===== src/rtl/jt49_pkg.sv =====
// Shared constants for the PSG audio back-end: sound width, DC-remover
// output gain and the DC-remover state encoding.
package jt49_pkg;

   localparam int JT49_SNDW         = 10;
   localparam int JT49_DCRM_GAIN_SH = 5;

   typedef logic [0:0] jt49_dcrm_st_t;

   localparam jt49_dcrm_st_t JT49_DCRM_WARM = 1'b0;
   localparam jt49_dcrm_st_t JT49_DCRM_RUN  = 1'b1;

endpackage


===== src/rtl/jt49_sat.sv =====
// Generic signed saturator: narrows an IN_W-bit two's complement value to
// OUT_W bits, clipping symmetrically to +/-(2^(OUT_W-1)-1). When the input is
// narrower than the output it is simply sign-extended.
module jt49_sat #(
   parameter int IN_W  = 17,
   parameter int OUT_W = 16
) (
   input  logic [IN_W-1:0]  i_din,
   output logic [OUT_W-1:0] o_dout
);

   generate
      if (IN_W >= OUT_W) begin : g_clip
         localparam logic signed [IN_W-1:0] MAXV =
            IN_W'((64'sd1 <<< (OUT_W - 1)) - 64'sd1);
         localparam logic signed [IN_W-1:0] MINV = -MAXV;

         logic signed [IN_W-1:0] w_in;
         assign w_in = $signed(i_din);

         // clip to the symmetric range, otherwise keep the low bits
         always_comb begin
            o_dout = w_in[OUT_W-1:0];
            if (w_in > MAXV) begin
               o_dout = MAXV[OUT_W-1:0];
            end else if (w_in < MINV) begin
               o_dout = MINV[OUT_W-1:0];
            end else begin
               o_dout = w_in[OUT_W-1:0];
            end
         end
      end else begin : g_ext
         assign o_dout = {{(OUT_W - IN_W){i_din[IN_W-1]}}, i_din};
      end
   endgenerate

endmodule


===== src/rtl/jt49_dcrm.sv =====
// PSG DC remover: box-car decimates the unsigned sound mix by 2^DECIM_LOG2,
// removes the DC bias with a leaky integrator and hands signed samples to the
// consumer through a single-entry valid/ready slot. A warm-up boundary seeds
// the DC estimate so the first sample does not jump.
module jt49_dcrm
   import jt49_pkg::*;
#(
   parameter int DECIM_LOG2 = 3,
   parameter int DCW        = 6,
   parameter int OUTW       = 16
) (
   input  logic                 clk,
   input  logic                 rst_n,
   input  logic                 cen,
   input  logic [JT49_SNDW-1:0] din,
   input  logic                 enable,
   output logic [OUTW-1:0]      dout,
   output logic                 dout_valid,
   input  logic                 dout_ready,
   output logic                 overrun
);

   localparam int ACCW = JT49_SNDW + DECIM_LOG2;  // accumulator never overflows
   localparam int DCVW = JT49_SNDW + DCW;         // DC estimate, DCW fraction bits
   localparam int DIFW = DCVW + 1;                // signed difference
   localparam int SCSH = DCW - JT49_DCRM_GAIN_SH; // gives 32 LSB per input LSB

   // ---------------------------------------------------------------- accumulator
   logic [DECIM_LOG2-1:0] r_cnt;
   logic [ACCW-1:0]       r_acc;
   logic [JT49_SNDW-1:0]  r_mean;
   logic                  r_bnd;    // one-cycle pulse after a boundary edge
   logic                  w_step;
   logic                  w_wrap;
   logic [ACCW-1:0]       w_acc_add;

   assign w_step    = cen & enable;
   assign w_wrap    = w_step & (r_cnt == {DECIM_LOG2{1'b1}});
   assign w_acc_add = r_acc + {{DECIM_LOG2{1'b0}}, din};

   // sum din over each group of 2^DECIM_LOG2 strobes and latch the mean
   always_ff @(posedge clk or negedge rst_n) begin
      if (!rst_n) begin
         r_cnt  <= '0;
         r_acc  <= '0;
         r_mean <= '0;
         r_bnd  <= 1'b0;
      end else if (!enable) begin
         r_cnt  <= '0;
         r_acc  <= '0;
         r_bnd  <= 1'b0;
      end else begin
         r_bnd <= w_wrap;
         if (w_step) begin
            r_cnt <= r_cnt + DECIM_LOG2'(1);
            if (w_wrap) begin
               r_mean <= w_acc_add[ACCW-1:DECIM_LOG2];
               r_acc  <= '0;
            end else begin
               r_acc  <= w_acc_add;
            end
         end
      end
   end

   // ---------------------------------------------------------------- FSM
   jt49_dcrm_st_t r_state;
   jt49_dcrm_st_t w_state_nx;
   logic          w_seed;   // warm-up boundary: load the DC estimate directly
   logic          w_filt;   // running boundary: filter and offer a sample

   // state register
   always_ff @(posedge clk or negedge rst_n) begin
      if (!rst_n) begin
         r_state <= JT49_DCRM_WARM;
      end else begin
         r_state <= w_state_nx;
      end
   end

   // next state: leave warm-up on the first boundary, any disable restarts it
   always_comb begin
      w_state_nx = r_state;
      if (!enable) begin
         w_state_nx = JT49_DCRM_WARM;
      end else if (r_bnd) begin
         case (r_state)
            JT49_DCRM_WARM: w_state_nx = JT49_DCRM_RUN;
            JT49_DCRM_RUN:  w_state_nx = JT49_DCRM_RUN;
            default:        w_state_nx = JT49_DCRM_WARM;
         endcase
      end else begin
         w_state_nx = r_state;
      end
   end

   // state outputs: what the filter stage does on a boundary
   always_comb begin
      w_seed = 1'b0;
      w_filt = 1'b0;
      if (enable & r_bnd) begin
         case (r_state)
            JT49_DCRM_WARM: w_seed = 1'b1;
            JT49_DCRM_RUN:  w_filt = 1'b1;
            default: begin
               w_seed = 1'b0;
               w_filt = 1'b0;
            end
         endcase
      end else begin
         w_seed = 1'b0;
         w_filt = 1'b0;
      end
   end

   // ---------------------------------------------------------------- DC filter
   logic        [DCVW-1:0] r_dc;
   logic signed [DIFW-1:0] r_diff;
   logic                   r_offer;
   logic        [DCVW-1:0] w_mean_sh;
   logic signed [DIFW-1:0] w_diff;
   logic        [DCVW-1:0] w_dc_next;

   assign w_mean_sh = {r_mean, {DCW{1'b0}}};
   assign w_diff    = $signed({1'b0, w_mean_sh}) - $signed({1'b0, r_dc});
   // the leak never pushes dc past the mean, so the sum stays in DCVW bits
   assign w_dc_next = r_dc + DCVW'(w_diff >>> DCW);

   // seed or update the DC estimate and register the pre-update difference
   always_ff @(posedge clk or negedge rst_n) begin
      if (!rst_n) begin
         r_dc    <= '0;
         r_diff  <= '0;
         r_offer <= 1'b0;
      end else if (!enable) begin
         r_dc    <= '0;
         r_offer <= 1'b0;
      end else begin
         r_offer <= w_filt;
         if (w_seed) begin
            r_dc <= w_mean_sh;
         end else if (w_filt) begin
            r_dc   <= w_dc_next;
            r_diff <= w_diff;
         end
      end
   end

   // ---------------------------------------------------------------- output slot
   logic signed [DIFW-1:0] w_scaled;
   logic        [OUTW-1:0] w_sat;
   logic        [OUTW-1:0] r_dout;
   logic                   r_dout_valid;
   logic                   r_overrun;
   logic                   w_accept;

   assign w_scaled = r_diff >>> SCSH;
   assign w_accept = r_dout_valid & dout_ready;

   jt49_sat #(
      .IN_W  (DIFW),
      .OUT_W (OUTW)
   ) u_sat (
      .i_din  (w_scaled),
      .o_dout (w_sat)
   );

   // single holding register: load when free or freed this cycle, else drop
   always_ff @(posedge clk or negedge rst_n) begin
      if (!rst_n) begin
         r_dout       <= '0;
         r_dout_valid <= 1'b0;
         r_overrun    <= 1'b0;
      end else if (!enable) begin
         r_dout_valid <= 1'b0;
         r_overrun    <= 1'b0;
      end else if (r_offer) begin
         if (!r_dout_valid || dout_ready) begin
            r_dout       <= w_sat;
            r_dout_valid <= 1'b1;
         end else begin
            r_overrun    <= 1'b1;
         end
      end else if (w_accept) begin
         r_dout_valid <= 1'b0;
      end
   end

   assign dout       = r_dout;
   assign dout_valid = r_dout_valid;
   assign overrun    = r_overrun;

endmodule


===== config.mk =====
export PLATFORM = sky130hd
export DESIGN_NAME = jt49_dcrm
export DESIGN_NICKNAME = d
export VERILOG_FILES = /design/src/rtl/jt49_pkg.sv /design/src/rtl/jt49_sat.sv /design/src/rtl/jt49_dcrm.sv
export SDC_FILE = /design/constraint.sdc
export NUM_CORES = 1
export LEC_CHECK = 0
export ABC_AREA = 1
export ABC_CLOCK_PERIOD_IN_PS = 3150
export BUFFER_PORTS_ARGS = -buffer_cell sky130_fd_sc_hd__buf_2
export CORE_UTILIZATION = 44
export DETAILED_ROUTE_END_ITERATION = 8
export HOLD_SLACK_MARGIN = 0.1
export SETUP_SLACK_MARGIN = 0.5
export SLEW_MARGIN = 20
export SYNTH_ARGS = -nofsm -noshare
export SYNTH_HDL_FRONTEND = slang
export SYNTH_SLANG_ARGS = --single-unit

===== constraint.sdc =====
create_clock -name clk -period 3.15 [get_ports clk]
set_input_delay 0.1575 -clock clk [delete_from_list [all_inputs] [get_ports clk]]
set_output_delay 0.1575 -clock clk [all_outputs]
set_load 0.01 [all_outputs]

==> results of run 1 <==
[cell usage after synthesis (all sizes together)]
| library cell | count | share of area, % |
|---|---|---|
| a21o | 2 | 0.28 |
| a21oi | 31 | 3.0 |
| a22o | 4 | 0.66 |
| a31oi | 1 | 0.12 |
| and2 | 5 | 0.59 |
| buf | 10 | 0.94 |
| clkbuf | 1 | 0.070 |
| dfrtp | 79 | 37 |
| fa | 2 | 0.75 |
| ha | 40 | 9.4 |
| inv | 99 | 7.0 |
| nand2 | 229 | 16 |
| nand3 | 85 | 8.0 |
| nand3b | 6 | 0.85 |
| nand4 | 8 | 0.94 |
| nor2 | 57 | 4.4 |
| nor3 | 10 | 1.0 |
| nor4 | 4 | 0.47 |
| o21ai | 46 | 4.4 |
| o21bai | 2 | 0.28 |
| o22ai | 6 | 0.70 |
| o31ai | 1 | 0.14 |
| or2 | 3 | 0.35 |
| xnor2 | 1 | 0.16 |
| xor2 | 11 | 2.1 |
[kinds of logic after synthesis]
family,after synthesis
AO/OA/AOI/OAI,93
XOR/XNOR,12
flip-flops,79
adder cells (fa/ha/maj),42
buffers and inverters,110
AND/OR/NAND/NOR,407
[state kept, by name, summed over array words and instances, names as in the netlist]
signal      cells
dout           16
r_offer         1
r_cnt           3
overrun         1
r_state         1
r_acc          13
dout_valid      1
r_dc           16
r_diff         16
r_mean         10
r_bnd           1
[power by group through the flow]
stage | sequential [mW] | clock [mW] | combinational [mW]
2_1_floorplan | 1.08 | 0 | 0.269
3_3_place_gp | 1.08 | 0 | 0.379
3_5_place_dp | 1.08 | 0 | 0.382
4_1_cts | 1.07 | 1.05 | 0.493
5_1_grt | 1.07 | 1.09 | 0.631
6_report | 1.07 | 1.03 | 0.572
[per-stage QoR]
stage,instances,cell area [um^2]
2_1_floorplan,743,5329
3_3_place_gp,915,5677
3_5_place_dp,915,5677
4_1_cts,980,7046
5_1_grt,1005,7605
6_report,1005,7605
[final cells by class]
type | count | share of cell area (%)
Clock buffer | 11 | 3.323
Inverter | 99 | 5.002
Timing Repair Buffer | 114 | 10.86
Multi-Input combinational cell | 554 | 51.86
Tap cell | 143 | 2.353
Sequential cell | 79 | 26.06
Clock inverter | 5 | 0.5429
[how the worst max path moves through the flow]
stage                          startpoint  depth (start not counted)              endpoint  slack (ps)
finish              r_mean[2]$_DFFE_PN0P_                         17  r_dc[11]$_DFFE_PN0P_         400
global route        r_mean[2]$_DFFE_PN0P_                         19  r_dc[11]$_DFFE_PN0P_         280
CTS                   r_dc[1]$_DFFE_PN0P_                         21  r_dc[11]$_DFFE_PN0P_         450
detailed placement    r_dc[1]$_DFFE_PN0P_                         21  r_dc[14]$_DFFE_PN0P_         -90
global placement      r_dc[1]$_DFFE_PN0P_                         21  r_dc[14]$_DFFE_PN0P_         -60
floorplan             r_dc[1]$_DFFE_PN0P_                         19  r_dc[13]$_DFFE_PN0P_         520
[worst reg2reg max path, delay by kind of cell (launching register included)]
family	cells	cell delay, ps
compound gates	5	680
flops	1	450
buf+inv	1	60
fa+ha+maj	2	570
simple gates	9	850
[layer usage]
metal  routed length (um)  part of all wire, %
met1                 7384                   44
met4                  495                  3.0
met5                   13                0.078
met2                 8111                   49
met3                  627                  3.8
[repair_timing]
action                     CTS  global route
gates resized for setup    154            96
setup endpoints to repair   12            13
setup buffers               47            25
hold buffers                 2             0
hold endpoints to repair    80             0
cloned                       0             0
pin swaps                   52            55
==> summary.txt, run 1 <==
leading cell types in the layout, fill and taps excluded: nand2_1, nand3_1, dfrtp_1
Port Buffers: 32
main combinational cell family by area after synthesis: simple AND/OR/NAND/NOR gates
Power Density: 351.1 nW/um^2
Sw Share: 30.05%
slowest CP cell: dfrtp_2
die area: 12,560 um^2
Hold Violations, Final: 0
Synth Area in XOR/XNOR: 2.254%
hold slack: 129.0 ps
Final nets: 914
worst reg2reg path startpoint: r_mean[2]$_DFFE_PN0P_
Clock Path Buffers: 2
CP bufs+invs: 1
setup violators final: 0
setup slack, reg-to-reg: 400 ps
Reg2Reg Depth: 17
wirelength, routed: 16,630 um
GP Congestion: 0.9116
number of global-route vias before repair: 5,386
Sw Pwr: 0.8023 mW
H-tree depth: 3
drt drc: 2
Area growth, synth to finish: 42.71%
Ports: 33
Lkg Pwr: 3.785 nW
Yosys warnings: 0
die span in x: 112.1 um
Max IR drop VDD: 0.0003248 V
GR Util All Layers: 27.06%
Clock transition at path regs: 60 ps
reg-to-reg endpoint: r_dc[11]$_DFFE_PN0P_
share of cells above drive strength 1: 36.77%
post-synthesis register bit count: 79
crit path capture type: flop
worst path cell trace: ha_4 > a21oi_4 > o21ai_2 > a21oi_2 > nand3b_1 > and2_4 > ha_4 > nand2_4 > inv_2 > a21oi_4 > nand2_4 > nand2_2 > nand2_1 > nand2_1 > nand3_1 > nand2_1 > o21ai_1
slew at the pin closest to its max-slew limit: 855.3 ps
met3 usage: 5.292%
cell count after synthesis: 743
fill cell count: 1,013
number of vias per cell: 5.370
post-synthesis net count: 800
RSZ-0062 raised after global routing: yes
GRT met2 Usage: 46.71%
WP data arrival: 2950 ps
Reg area: 1982 um^2
dpl hpwl: 11,210 um
Slew Limit Headroom: 42.77%
clk sinks: 79
Max stage delay on crit path: 450 ps
most frequent CP cell: nand2_1
Worst Path Required: 3350 ps
mux contribution to synthesized area: 0%
Max FO, Critical Path: 5
commonest non-fill, non-tap cell in the layout: nand2_1
footprint of the multi-input gates: 3944 um^2
clk root buf: clkbuf_16
CTS Buf Count: 9
row count: 39
first-pass GRT wire length: 26,610 um
Critical Path Start Type: flop
Avg Cell Area, Syn: 7.172 um^2
pre-CTS setup slack: -85.05 ps
Congestion Overflow GR: 0
register area share after synthesis: 37.10%
Final Util: 65.48%
status: finished, violations left
failing checks: DRC
Yosys cell types: 35
Pint: 1.868 mW
Max Cap Viol: 0
worst min-delay path category: in2reg
largest net degree at the start of global routing: 80
initial core utilization: 45.88%
drt first pass iters: 7
clock period minus worst slack: 2746 ps
die span in y: 112.1 um
Comb pwr share: 21.4%
synthesized cell area: 5329 um^2
core footprint: 11,610 um^2
hold depth: 3
Setup TNS Final: 0 ps
final period utilization: 87.17%
n_diodes: 0
f_max: 364.2 MHz
total power draw: 2.670 mW
CTS tree: done
ANT nets after route: 0
Worst Skew: 8.941 ps
initial antenna violation count: 1
WHS Endpoint: overrun$_DFFE_PN0P_
clk_lat worst skew: 340 ps
Reg power frac: 40.0%
final worst slack: 404.0 ps
routing usage on met1: 33.98%
Vias: 5,397
Worst Path Class, Setup: reg2reg
Initial DRC Count: 327
max-slew violations: 0
WL/cell: 16.55 um
hold wc startpoint: enable
clock power share: 38.5%
GRT busiest layer: met2
post-synthesis simple-gate area fraction: 32.97%
Worst path top cell family by delay: simple AND/OR/NAND/NOR gates
Synth Area in Compound Gates: 9.556%
synthesized-area fraction occupied by adder cells: 10.14%
Note: power is estimated with default switching activity, not from simulation.
==> run 2: changes to the inputs <==
Settings changed: PLACE_DENSITY_LB_ADDON set to 0.25.
==> run 2 against run 1 <==
  * The run still ends with DRC left
  * Register-to-register slack got worse by 30 ps
  * Hold slack worse by 8.3 ps
  * Worst setup slack lost 27 ps
  * Power rose by 4.5%
  * Clock skew fell by 4.4 ps
  * Flip-flop and latch count did not move
  * Non-clock buffer count decreased by 27
  * Global-route usage shrank 1.9 points
  * Clock power up 17%
  * Critical path type unchanged
==> summary.txt, run 2 (synthesized netlist as in run 1, its figures left out) <==
failing checks: DRC
clk sinks: 79
die area: 12,560 um^2
number of global-route vias before repair: 5,059
clock period minus worst slack: 2772 ps
ANT nets after route: 0
dpl hpwl: 10,620 um
max-slew violations: 0
final period utilization: 88.02%
hold wc startpoint: enable
f_max: 360.7 MHz
hold slack: 120.7 ps
share of cells above drive strength 1: 31.02%
Final nets: 887
Vias: 5,234
crit path capture type: flop
wirelength, routed: 15,360 um
hold depth: 3
die span in y: 112.1 um
row count: 39
H-tree depth: 3
dpl cells: 912
Port Buffers: 32
WP data arrival: 3010 ps
setup slack, reg-to-reg: 380 ps
Area growth, synth to finish: 34.61%
initial core utilization: 45.88%
Setup TNS Final: 0 ps
slew at the pin closest to its max-slew limit: 903.7 ps
Power Density: 389.0 nW/um^2
WHS Endpoint: overrun$_DFFE_PN0P_
n_diodes: 0
number of vias per cell: 5.352
fill cell count: 1,042
Critical Path Start Type: flop
Worst Skew: 4.519 ps
first-pass GRT wire length: 24,780 um
GP Congestion: 0.9653
die span in x: 112.1 um
drt drc: 6
Ports: 33
Congestion Overflow GR: 0
leading cell types in the layout, fill and taps excluded: nand2_1, nand3_1, dfrtp_1
commonest non-fill, non-tap cell in the layout: nand2_1
largest net degree at the start of global routing: 80
Reg2Reg Depth: 19
worst reg2reg path startpoint: r_dc[10]$_DFFE_PN0P_
status: finished, violations left
Max FO, Critical Path: 6
CTS tree: done
initial antenna violation count: 0
Slew Limit Headroom: 39.53%
setup violators final: 0
Lkg Pwr: 3.620 nW
Post-Layout Cell Count: 978
Clock transition at path regs: 60 ps
reg-to-reg endpoint: r_dc[15]$_DFFE_PN0P_
Worst Path Required: 3390 ps
Worst Path Class, Setup: reg2reg
Hold Violations, Final: 0
Max IR drop VDD: 0.0002723 V
drt first pass iters: 8
GR Util All Layers: 25.16%
total power draw: 2.790 mW
clk_lat worst skew: 340 ps
worst min-delay path category: in2reg
Clock Path Buffers: 2
Max Cap Viol: 0
clk root buf: clkbuf_16
RSZ-0062 raised after global routing: yes
Initial DRC Count: 314
WL/cell: 15.71 um
CTS Buf Count: 9
core footprint: 11,610 um^2
run 2: cell types whose count changed in the layout (fill, tap and decap cells not counted), sizes merged:
| cell | previous run | this run |
|---|---|---|
| buf | 112 | 85 |
| clkinvlp | 3 | 2 |
| clkinv | 2 | 1 |
| clkbuf | 11 | 10 |
| bufinv | 0 | 3 |
run 2: worst max path at each step:
stage	from	slack, ps	endpoint
after floorplan	r_dc[1]$_DFFE_PN0P_	520	r_dc[13]$_DFFE_PN0P_
after global placement	r_dc[1]$_DFFE_PN0P_	-120	r_dc[8]$_DFFE_PN0P_
after detailed placement	r_dc[10]$_DFFE_PN0P_	-50	r_dc[11]$_DFFE_PN0P_
after CTS	r_dc[13]$_DFFE_PN0P_	480	r_dc[10]$_DFFE_PN0P_
after global routing	r_dc[10]$_DFFE_PN0P_	280	r_dc[15]$_DFFE_PN0P_
final	r_dc[10]$_DFFE_PN0P_	380	r_dc[15]$_DFFE_PN0P_
run 2: worst max-delay path, cell delays in order, from the launching register on:
cell,delay [ps]
dfrtp_2,410
inv_2,60
ha_4,310
nand2_1,70
inv_2,120
nand2_4,80
nor2_4,130
nand2_4,80
nand2_4,90
clkinvlp_4,140
buf_6,160
ha_4,260
nand2_1,80
nand2_2,70
a21oi_2,180
nand2_1,90
a21oi_2,120
nand3_1,90
nand3_1,80
nand2_1,50
run 2: timing repair:
item                                    in CTS  in global routing
pin swaps                                   38                 37
endpoints found under the setup margin      12                 12
hold buffers                                 2                  0
endpoints found under the hold margin       80                  0
gates cloned                                 0                  0
gates resized for setup                    121                 60
setup buffers                               35                 13
run 2: area by class of cell:
| cell class | instances | area (um^2) | area share (%) |
|---|---|---|---|
| Tap cell | 143 | 178.9 | 2.494 |
| Timing Repair Buffer | 87 | 591.8 | 8.250 |
| Clock buffer | 10 | 229.0 | 3.192 |
| Inverter | 99 | 375.4 | 5.233 |
| Sequential cell | 79 | 1982 | 27.63 |
| Clock inverter | 6 | 117.6 | 1.640 |
| Multi-Input combinational cell | 554 | 3699 | 51.56 |
run 2: metal layers:
| metal | vias to the layer above | share of wire (%) | global-route usage [%] |
|---|---|---|---|
| met5 | - | 0 | 0 |
| li1 | 2595 | - | - |
| met1 | 2469 | 44 | 31.97 |
| met2 | 141 | 49 | 42.90 |
| met3 | 29 | 4.2 | 3.834 |
| met4 | 0 | 2.8 | 10.49 |
run 2: through the flow:
step / utilization (%) / cell area (um^2) / setup slack, ps
global route: 61.76 / 7173 / 284.2
global placement: 48.69 / 5654 / -117.3
CTS: 59.03 / 6855 / 477.0
detailed placement: 48.69 / 5654 / -54.77
floorplan: - / 5329 / 522.4
finish: 61.76 / 7173 / 377.5
run 2: where the power goes:
part | switching [mW] | leakage (nW) | internal [mW]
Clock | 0.431 | 0.165 | 0.781
Sequential | 0.0242 | 1.06 | 1.04
Combinational | 0.302 | 2.39 | 0.207
Total | 0.757 | 3.62 | 2.03
